### config.mk
export PLATFORM = sky130hd
export DESIGN_NAME = yacht_scorecard_ctrl
export DESIGN_NICKNAME = d
export VERILOG_FILES = /design/src/rtl/yacht_pkg.sv /design/src/rtl/yacht_player_card.sv /design/src/rtl/yacht_scorecard_ctrl.sv
export SDC_FILE = /design/constraint.sdc
export NUM_CORES = 1
export LEC_CHECK = 0
export BUFFER_PORTS_ARGS = -buffer_cell sky130_fd_sc_hd__buf_2
export CAP_MARGIN = 25
export CORE_MARGIN = 2
export CORE_UTILIZATION = 50
export DETAILED_ROUTE_END_ITERATION = 8
export PLACE_DENSITY = 0.76
export SLEW_MARGIN = 20
export SYNTH_ARGS = -nofsm -noshare
export SYNTH_HDL_FRONTEND = slang
export SYNTH_SLANG_ARGS = --single-unit
### constraint.sdc
create_clock -name clk -period 4.7 [get_ports clk]
set_clock_uncertainty 0.2 [all_clocks]
set_input_delay 0.235 -clock clk [delete_from_list [all_inputs] [get_ports clk]]
set_output_delay 0.235 -clock clk [all_outputs]
set_load 0.05 [all_outputs]
### src/rtl/yacht_pkg.sv
// Shared constants for the Yacht scorecard controller.
package yacht_pkg;
    localparam int NUM_CAT = 12;
    localparam int SCORE_W = 8;
    localparam int TOTAL_W = 9;

    localparam logic [3:0] CAT_ACES   = 4'd0;
    localparam logic [3:0] CAT_TWOS   = 4'd1;
    localparam logic [3:0] CAT_THREES = 4'd2;
    localparam logic [3:0] CAT_FOURS  = 4'd3;
    localparam logic [3:0] CAT_FIVES  = 4'd4;
    localparam logic [3:0] CAT_SIXES  = 4'd5;
    localparam logic [3:0] CAT_CHOICE = 4'd6;
    localparam logic [3:0] CAT_FOURK  = 4'd7;
    localparam logic [3:0] CAT_FULLH  = 4'd8;
    localparam logic [3:0] CAT_SSTR   = 4'd9;
    localparam logic [3:0] CAT_LSTR   = 4'd10;
    localparam logic [3:0] CAT_YACHT  = 4'd11;
    localparam logic [3:0] CAT_NONE   = 4'hF;

    localparam int BONUS_THRESH = 63;
    localparam int BONUS_VAL    = 35;

    typedef enum logic [1:0] {
        ST_IDLE   = 2'd0,
        ST_SCAN   = 2'd1,
        ST_COMMIT = 2'd2
    } state_t;
endpackage

### src/rtl/yacht_player_card.sv
// One player's scorecard: used mask and running total.
// YACHT_UPPER_BONUS_EN adds the upper-section sum and the one-shot bonus.
module yacht_player_card
    import yacht_pkg::*;
(
    input  logic               clk,
    input  logic               clr,
    input  logic               we,
    input  logic [3:0]         cat,
    input  logic [SCORE_W-1:0] score,
    output logic [NUM_CAT-1:0] used,
    output logic [TOTAL_W-1:0] total
);
    logic [NUM_CAT-1:0] used_q;
    logic [TOTAL_W-1:0] total_q;

`ifdef YACHT_UPPER_BONUS_EN
    logic [6:0] upper_q;
    logic       bonus_q;
    logic [7:0] upper_d;
    logic       bonus_hit;

    always_comb begin
        upper_d = {1'b0, upper_q};
        if (cat <= CAT_SIXES) upper_d = {1'b0, upper_q} + score;
        // Flag guards against a second award once the threshold is crossed.
        bonus_hit = !bonus_q && (upper_d >= 8'(BONUS_THRESH));
    end

    always_ff @(posedge clk) begin
        if (clr) begin
            used_q  <= '0;
            total_q <= '0;
            upper_q <= '0;
            bonus_q <= 1'b0;
        end else if (we) begin
            used_q[cat] <= 1'b1;
            upper_q     <= upper_d[6:0];
            total_q     <= total_q + TOTAL_W'(score) + (bonus_hit ? TOTAL_W'(BONUS_VAL) : '0);
            if (bonus_hit) bonus_q <= 1'b1;
        end
    end
`else
    always_ff @(posedge clk) begin
        if (clr) begin
            used_q  <= '0;
            total_q <= '0;
        end else if (we) begin
            used_q[cat] <= 1'b1;
            total_q     <= total_q + TOTAL_W'(score);
        end
    end
`endif

    assign used  = used_q;
    assign total = total_q;
endmodule

### src/rtl/yacht_scorecard_ctrl.sv
// Two-player scorecard controller time-sharing the score calculator between
// preview, commit and best-category scan. Option: YACHT_UPPER_BONUS_EN.
module yacht_scorecard_ctrl
    import yacht_pkg::*;
(
    input  logic               clk,
    input  logic               reset,
    input  logic               new_game,
    input  logic               player,
    input  logic [3:0]         view_cat,
    input  logic               scan_start,
    input  logic               commit_req,
    input  logic [3:0]         commit_cat,
    output logic               commit_ack,
    output logic               commit_err,
    output logic [3:0]         calc_cat,
    input  logic [SCORE_W-1:0] calc_score,
    output logic               busy,
    output logic               best_valid,
    output logic [3:0]         best_cat,
    output logic [SCORE_W-1:0] best_score,
    output logic [NUM_CAT-1:0] used_mask,
    output logic [TOTAL_W-1:0] p1_total,
    output logic [TOTAL_W-1:0] p2_total,
    output logic               game_over
);
    state_t             state_q;
    logic [3:0]         cat_q, idx_q, best_cat_q;
    logic [SCORE_W-1:0] best_score_q;
    logic               cplayer_q, splayer_q, prev_player_q;
    logic               ack_q, err_q, busy_q, best_valid_q;
    logic [NUM_CAT-1:0] p1_used, p2_used, scan_used;
    logic [15:0]        used_ext;
    logic               clr, we_p1, we_p2;

    assign clr       = reset || new_game;
    assign we_p1     = (state_q == ST_COMMIT) && !cplayer_q;
    assign we_p2     = (state_q == ST_COMMIT) && cplayer_q;
    assign used_mask = player ? p2_used : p1_used;
    assign used_ext  = {4'b0, used_mask};
    assign scan_used = splayer_q ? p2_used : p1_used;

    always_comb begin
        calc_cat = view_cat;
        case (state_q)
            ST_SCAN:   calc_cat = idx_q;
            ST_COMMIT: calc_cat = cat_q;
            default:   ;
        endcase
    end

    always_ff @(posedge clk) begin
        if (clr) begin
            state_q       <= ST_IDLE;
            cat_q         <= '0;
            idx_q         <= '0;
            cplayer_q     <= 1'b0;
            splayer_q     <= 1'b0;
            prev_player_q <= player;
            ack_q         <= 1'b0;
            err_q         <= 1'b0;
            busy_q        <= 1'b0;
            best_valid_q  <= 1'b0;
            best_cat_q    <= CAT_NONE;
            best_score_q  <= '0;
        end else begin
            ack_q         <= 1'b0;
            err_q         <= 1'b0;
            prev_player_q <= player;
            if (player != prev_player_q) best_valid_q <= 1'b0;
            case (state_q)
                ST_IDLE: begin
                    // The requester still holds commit_req during the ack/err cycle.
                    if (commit_req && !ack_q && !err_q) begin
                        if (commit_cat >= 4'(NUM_CAT) || used_ext[commit_cat]) begin
                            err_q <= 1'b1;
                        end else begin
                            cat_q     <= commit_cat;
                            cplayer_q <= player;
                            state_q   <= ST_COMMIT;
                            busy_q    <= 1'b1;
                        end
                    end else if (scan_start) begin
                        idx_q        <= '0;
                        splayer_q    <= player;
                        best_valid_q <= 1'b0;
                        best_cat_q   <= CAT_NONE;
                        best_score_q <= '0;
                        state_q      <= ST_SCAN;
                        busy_q       <= 1'b1;
                    end
                end
                ST_SCAN: begin
                    if (!scan_used[idx_q] && (best_cat_q == CAT_NONE || calc_score > best_score_q)) begin
                        best_cat_q   <= idx_q;
                        best_score_q <= calc_score;
                    end
                    if (idx_q == 4'(NUM_CAT - 1)) begin
                        best_valid_q <= 1'b1;
                        state_q      <= ST_IDLE;
                        busy_q       <= 1'b0;
                    end else begin
                        idx_q <= idx_q + 4'd1;
                    end
                end
                ST_COMMIT: begin
                    ack_q        <= 1'b1;
                    best_valid_q <= 1'b0;
                    state_q      <= ST_IDLE;
                    busy_q       <= 1'b0;
                end
                default: begin
                    state_q <= ST_IDLE;
                    busy_q  <= 1'b0;
                end
            endcase
        end
    end

    yacht_player_card u_card_p1 (
        .clk(clk), .clr(clr), .we(we_p1), .cat(cat_q), .score(calc_score),
        .used(p1_used), .total(p1_total)
    );

    yacht_player_card u_card_p2 (
        .clk(clk), .clr(clr), .we(we_p2), .cat(cat_q), .score(calc_score),
        .used(p2_used), .total(p2_total)
    );

    assign commit_ack = ack_q;
    assign commit_err = err_q;
    assign busy       = busy_q;
    assign best_valid = best_valid_q;
    assign best_cat   = best_cat_q;
    assign best_score = best_score_q;
    assign game_over  = (&p1_used) && (&p2_used);
endmodule

Yosys cells after proc, flatten, opt, wreduce, memory -nomap -nowiden
Cells that the tools add are included.
{"block": "op_classes", "addsub": 3, "order_cmp": 6, "n_eq_ne": 12, "n_mux": 38, "bitwise_logic": 5, "n_reduce_logical": 24}
{"operator": "$mux W12", "count": 2}
{"operator": "$mux W4", "count": 6}
{"operator": "$mux W8", "count": 3}
{"operator": "$or A12 B12 Y12", "count": 2}
{"operator": "$pmux W4 S2", "count": 3}
{"operator": "$reduce_and A12 Y1", "count": 2}
{"operator": "$add A9 B8 Y9", "count": 2}
{"operator": "$pmux W8 S2", "count": 1}
{"operator": "$lt A4 B5 Y1 const B", "count": 3}
{"operator": "$mux W1", "count": 13}
{"operator": "$ne A2 B2 Y1 const B", "count": 5}
{"operator": "$reduce_and A3 Y1", "count": 3}
{"operator": "$bmux W1 S4", "count": 2}
{"operator": "$eq A4 B4 Y1 const B", "count": 2}
{"operator": "$gt A8 B8 Y1", "count": 1}
{"operator": "$mux W2", "count": 4}
{"operator": "$reduce_and A4 Y1", "count": 2}
{"operator": "$logic_and A1 B1 Y1", "count": 7}
{"operator": "$ne A3 B3 Y1 const B", "count": 2}
{"operator": "$add A4 B1 Y4 const B", "count": 1}
{"operator": "$demux W1 S4", "count": 1}
{"operator": "$ge A4 B1 Y1 const B", "count": 1}
{"operator": "$ge A4 B4 Y1 const B", "count": 1}
{"operator": "$logic_not A1 Y1", "count": 4}
{"operator": "other kinds (11)", "count": 15}
{"block": "word_totals", "regBits": 71, "elab_cells": 104}

Longest topological paths before layout
{"block": "logic_depth", "ltp_word": 7, "ltp_mapped": 9, "depth_no_buf": 9}

By module
A second synthesis with hierarchy kept.
{"block": "hier_totals", "hier_cells": 457, "area_unflattened_um2": 4221.5}
{"module": "yacht_scorecard_ctrl", "n_inst": 1, "cells_each": 237, "area_per_inst_um2": 2132.0, "seq_area_each_um2": 580.6}
{"module": "yacht_player_card", "n_inst": 2, "cells_each": 110, "area_per_inst_um2": 1044.8, "seq_area_each_um2": 420.4}

Worst setup path before layout
No wires, ideal clock.
{"block": "synth_timing", "kind": "flip-flop to flip-flop", "start": "register u_card_p1.total_q[1] (netlist: u_card_p1.total[1])", "end": "register u_card_p1.total_q[7] (netlist: u_card_p1.total[7])", "setup_time_ns": 0.120, "arrival_ns": 2.272, "t_required_ns": 4.380, "setup_slack_ns": 2.108, "stages_incl_launch_ff": 8, "path_buffers": 0, "cell_sequence": "dfxtp_1 > ha_1 > a21o_1 > a21oi_1 > o21ai_0 > or4_1 > and4_1 > a211o_1"}
{"block": "synth_via", "elab_chain_cells": 1}
{"element": "start: declaration", "line_no": "yacht_player_card.sv:15", "source": "logic [TOTAL_W-1:0] total_q;"}
{"element": "start signal: assignment", "line_no": "yacht_player_card.sv:50", "source": "total_q <= total_q + TOTAL_W'(score);"}
{"element": "$add A9 B8 Y9", "line_no": "yacht_player_card.sv:50"}
No other way between the ends.
A chain may end at the register's enable or synchronous reset.

Worst setup path in the final report
{"block": "layout_timing", "start": "register idx_q[1]", "end": "register best_cat_q[1] (netlist: best_cat[1])"}
{"block": "layout_via", "elab_chain_cells": 6}
{"element": "start: declaration", "line_no": "yacht_scorecard_ctrl.sv:28", "source": "logic [3:0] cat_q, idx_q, best_cat_q;"}
{"element": "start signal: assignment", "line_no": "yacht_scorecard_ctrl.sv:103", "source": "idx_q <= idx_q + 4'd1;"}
{"element": "$bmux W1 S4", "line_no": "yacht_scorecard_ctrl.sv:94", "source": "if (!scan_used[idx_q] && (best_cat_q == CAT_NONE || calc_score > best_score_q)) begin"}
{"element": "$mux W1 (not written as such)", "line_no": "yacht_scorecard_ctrl.sv:94"}
{"element": "$logic_not A1 Y1", "line_no": "yacht_scorecard_ctrl.sv:94"}
{"element": "$logic_and A1 B1 Y1", "line_no": "yacht_scorecard_ctrl.sv:94"}
{"element": "$ne A2 B2 Y1 (no source line)"}
{"element": "$reduce_and A4 Y1 (no source line)"}
{"element": "end signal: assignment", "line_no": "yacht_scorecard_ctrl.sv:95", "source": "best_cat_q <= idx_q;"}
{"element": "end: declaration", "line_no": "yacht_scorecard_ctrl.sv:28"}
Parallel ways exist; a longest one is shown, timed or not. The select of a mux whose other input is x is not followed.

==> out/metrics.cfg <==
[setup_path]
regToRegSetupSlack_ns = 1.89
crit_top_cell = mux2i_1
crit_family = multiplexers
rr_worst_depth = 6
startpoint_type = flop
rr_startpoint = idx_q[1]$_SDFFE_PP0P_
cp-end-kind = flop
cp.required_ns = 4.77
crit_arrival_ns = 2.88
crit_buf_inv = 1
path_class = flop to flop
path_cells = mux4_2 > mux2i_1 > o311ai_0 > a211oi_2 > buf_6 > mux2i_1
worstReg2RegEnd = best_cat[1]$_SDFFE_PP1P_
critical_path.slowest_cell = dfxtp_1
slowest_delay_ns = 0.61
crit_fanout = 13

[global_route]
grt_max_degree = 46
grt_pass1_wl_um = 18300
antenna_found_initial = 0
grt_use_total = 0.259
grt_pass1_vias = 3877
grt_overflow = 0

[routing]
initialDrtViolationCount = 290
drt.antenna.violating_nets = 0
drt-vias-per-instance = 5.94
first_pass_iters = 6
wire_per_inst_um = 16.7
drc = 0
wl_um = 11300
vias = 4013

[sta]
slew-limit-headroom = 0.515
hold_viol = 0
fmax_mhz = 356
maxSlewViolCount = 0
finalCriticalPeriod_ns = 2.81
setup-tns-final_ns = 0
worstMarginPinSlew_ns = 0.724
fin_crit_sh = 0.597
setup_viol = 0
rsz0062_at_grt = no

[clocking]
htree_num_levels = 3
clock_sinks = 71
numCtsBuffers = 9
postCtsResizedCells = 0
cts_root_buffer = clkbuf_8
tritoncts = yes
path_clk_slew_ns = 0.08
cts_buffer_depth = 2
worstSkewPairLatency_ns = 0.35

[power]
power_uw = 1280
power.density_mw_per_mm2 = 261
peakVddDrop_mv = 0.160
leakage_uw = 0.00209

[logic_synthesis]
synth_top_area_cell = dfxtp_1
synthFlopType = dfxtp_1
synth_cell_types = 57
synth_fp_nets = 548
ys_seq_area_frac = 0.337
syn_area_mm2 = 0.00422
yosys-top-cells-area = dfxtp_1, ha_1, a21oi_1
yosysWarnings = 0
synth-edff-count = 0
netlist_instances = 495
async_flop_share = 0
synth_area_per_cell_um2 = 8.52
synth_top_area_frac = 0.337
ys_ff_latch = 71

[floorplan]
die_area_mm2 = 0.00919
die_h_um = 95.8
start_util = 0.513
fp.dieW_um = 95.8
io_pins = 73
num_rows = 33
coreArea_mm2 = 0.00822

[place]
gp_congestion = 0.920
placed_cells = 653
dpl.hpwl_um = 8270
io_buffers = 72

[layout]
nFillCells = 722
antenna_cells = 0
layout_commonest_cell = buf_2
final_cell_mix = buf_2, dfxtp_1, nor2_1
area_growth_syn_to_layout_pct = 16.5
drive_gt1_frac = 0.198
final_cells = 676
nets = 619

[worst_hold_path]
hold-path-endpoint = best_score[6]$_SDFFE_PP0P_
min-delay-start = calc_score[6]
hold_path_class = primary input to flop
hold_depth = 3

[job]
maxCapViolations = 0

[status]
outcome = complete, no violations

[where the power goes]
part | total, uW | switching [uW] | internal, uW
Combinational | 156 | 101 | 54.6
Sequential | 612 | 5.83 | 606
Clock | 516 | 228 | 287
[how the worst max path moves through the flow]
stage / startpoint / end / slack, ns / cells past startpoint
finish: idx_q[1]$_SDFFE_PP0P_ / best_cat[1]$_SDFFE_PP1P_ / 1.89 / 6
global route: idx_q[1]$_SDFFE_PP0P_ / best_cat[1]$_SDFFE_PP1P_ / 1.68 / 6
CTS: idx_q[1]$_SDFFE_PP0P_ / best_cat[1]$_SDFFE_PP1P_ / 1.90 / 6
detailed placement: idx_q[1]$_SDFFE_PP0P_ / best_cat[1]$_SDFFE_PP1P_ / 1.94 / 6
global placement: idx_q[1]$_SDFFE_PP0P_ / best_score[0]$_SDFFE_PP0P_ / 1.81 / 5
floorplan: u_card_p1.total[1]$_SDFFE_PP0P_ / u_card_p1.total[7]$_SDFFE_PP0P_ / 2.11 / 7
[metal layers]
layer	part of all wire	track usage	vias up
met5	0	0	-
met4	0.028	0.124	0
met3	0.079	0.0572	37
met2	0.48	0.432	193
met1	0.41	0.317	1862
li1	-	-	1921
[worst min-delay path, delay by kind of cell]
kind	cells	cell delay (ns)
and+or+nand+nor	1	0.07
muxes	1	0.07
buffers and inverters	1	0.14
[repair_timing]
item                      in CTS  in global routing
hold buffers                   7                  0
hold endpoints to repair       7                  0
buffers inserted               0                  0
[synth_stat cells (2+ instances only)]
cell type  instances
a22oi_1            7
xnor2_1            5
nor2b_1           11
mux4_1             3
or4_1              3
nand2b_1           3
buf_1              5
o211ai_1           2
a21o_1             4
buf_6              2
dfxtp_1           71
mux2_4             4
ha_1              29
fa_1               2
mux2i_1           26
o22ai_1            2
nand3b_1           2
nor2_1            67
mux4_2             5
o21bai_1           2
nor3b_1            6
a222oi_1           2
o21ai_0           18
nor3_1             8
and2_1             4
nand2_1           49
nand4_1           12
a211oi_1           4
clkbuf_1          11
mux2_2             8
nor4_1             3
or3_1              3
a31oi_1            4
a21oi_1           53
nand3_1           10
buf_2              2
a211o_1            3
inv_1             21
[area by class of cell]
type | count | area [um2] | share of cell area
multi-input cells | 382 | 2620 | 0.534
well taps | 105 | 131 | 0.0267
inverters | 21 | 78.8 | 0.0160
repair buffers | 81 | 449 | 0.0914
clock buffers | 13 | 169 | 0.0344
flip-flops and latches | 71 | 1420 | 0.289
clock inverters | 3 | 40.0 | 0.00815
[through the flow]
stage               instance area (um2)   util  setup WS [ns]  hold WS [ns]
floorplan                          4220      -           2.11        0.0627
global placement                   4620  0.563           1.81         0.247
detailed placement                 4630  0.564           1.94         0.252
CTS                                4910  0.598           1.90       0.00370
global route                       4910  0.598           1.68        0.0216
finish                             4910  0.598           1.89       0.00679
[logic make-up after synthesis]
family / count (synthesis) / share of synthesized area
adder cells (fa/ha/maj): 31 / 0.0955
AND/OR/NAND/NOR: 188 / 0.212
AO/OA/AOI/OAI: 111 / 0.158
XOR/XNOR: 6 / 0.0125
multiplexers: 46 / 0.143
buffers and inverters: 42 / 0.0424
flip-flops: 71 / 0.337
[state kept, by name, indices dropped and copies added (netlist names)]
register         cells
state_q              2
u_card_p1.total      9
prev_player_q        1
commit_err           1
splayer_q            1
u_card_p1.used      12
idx_q                4
busy                 1
best_score           8
u_card_p2.used      12
cplayer_q            1
best_valid           1
u_card_p2.total      9
best_cat             4
cat_q                4
commit_ack           1
Note: power is estimated with default switching activity, not from simulation.
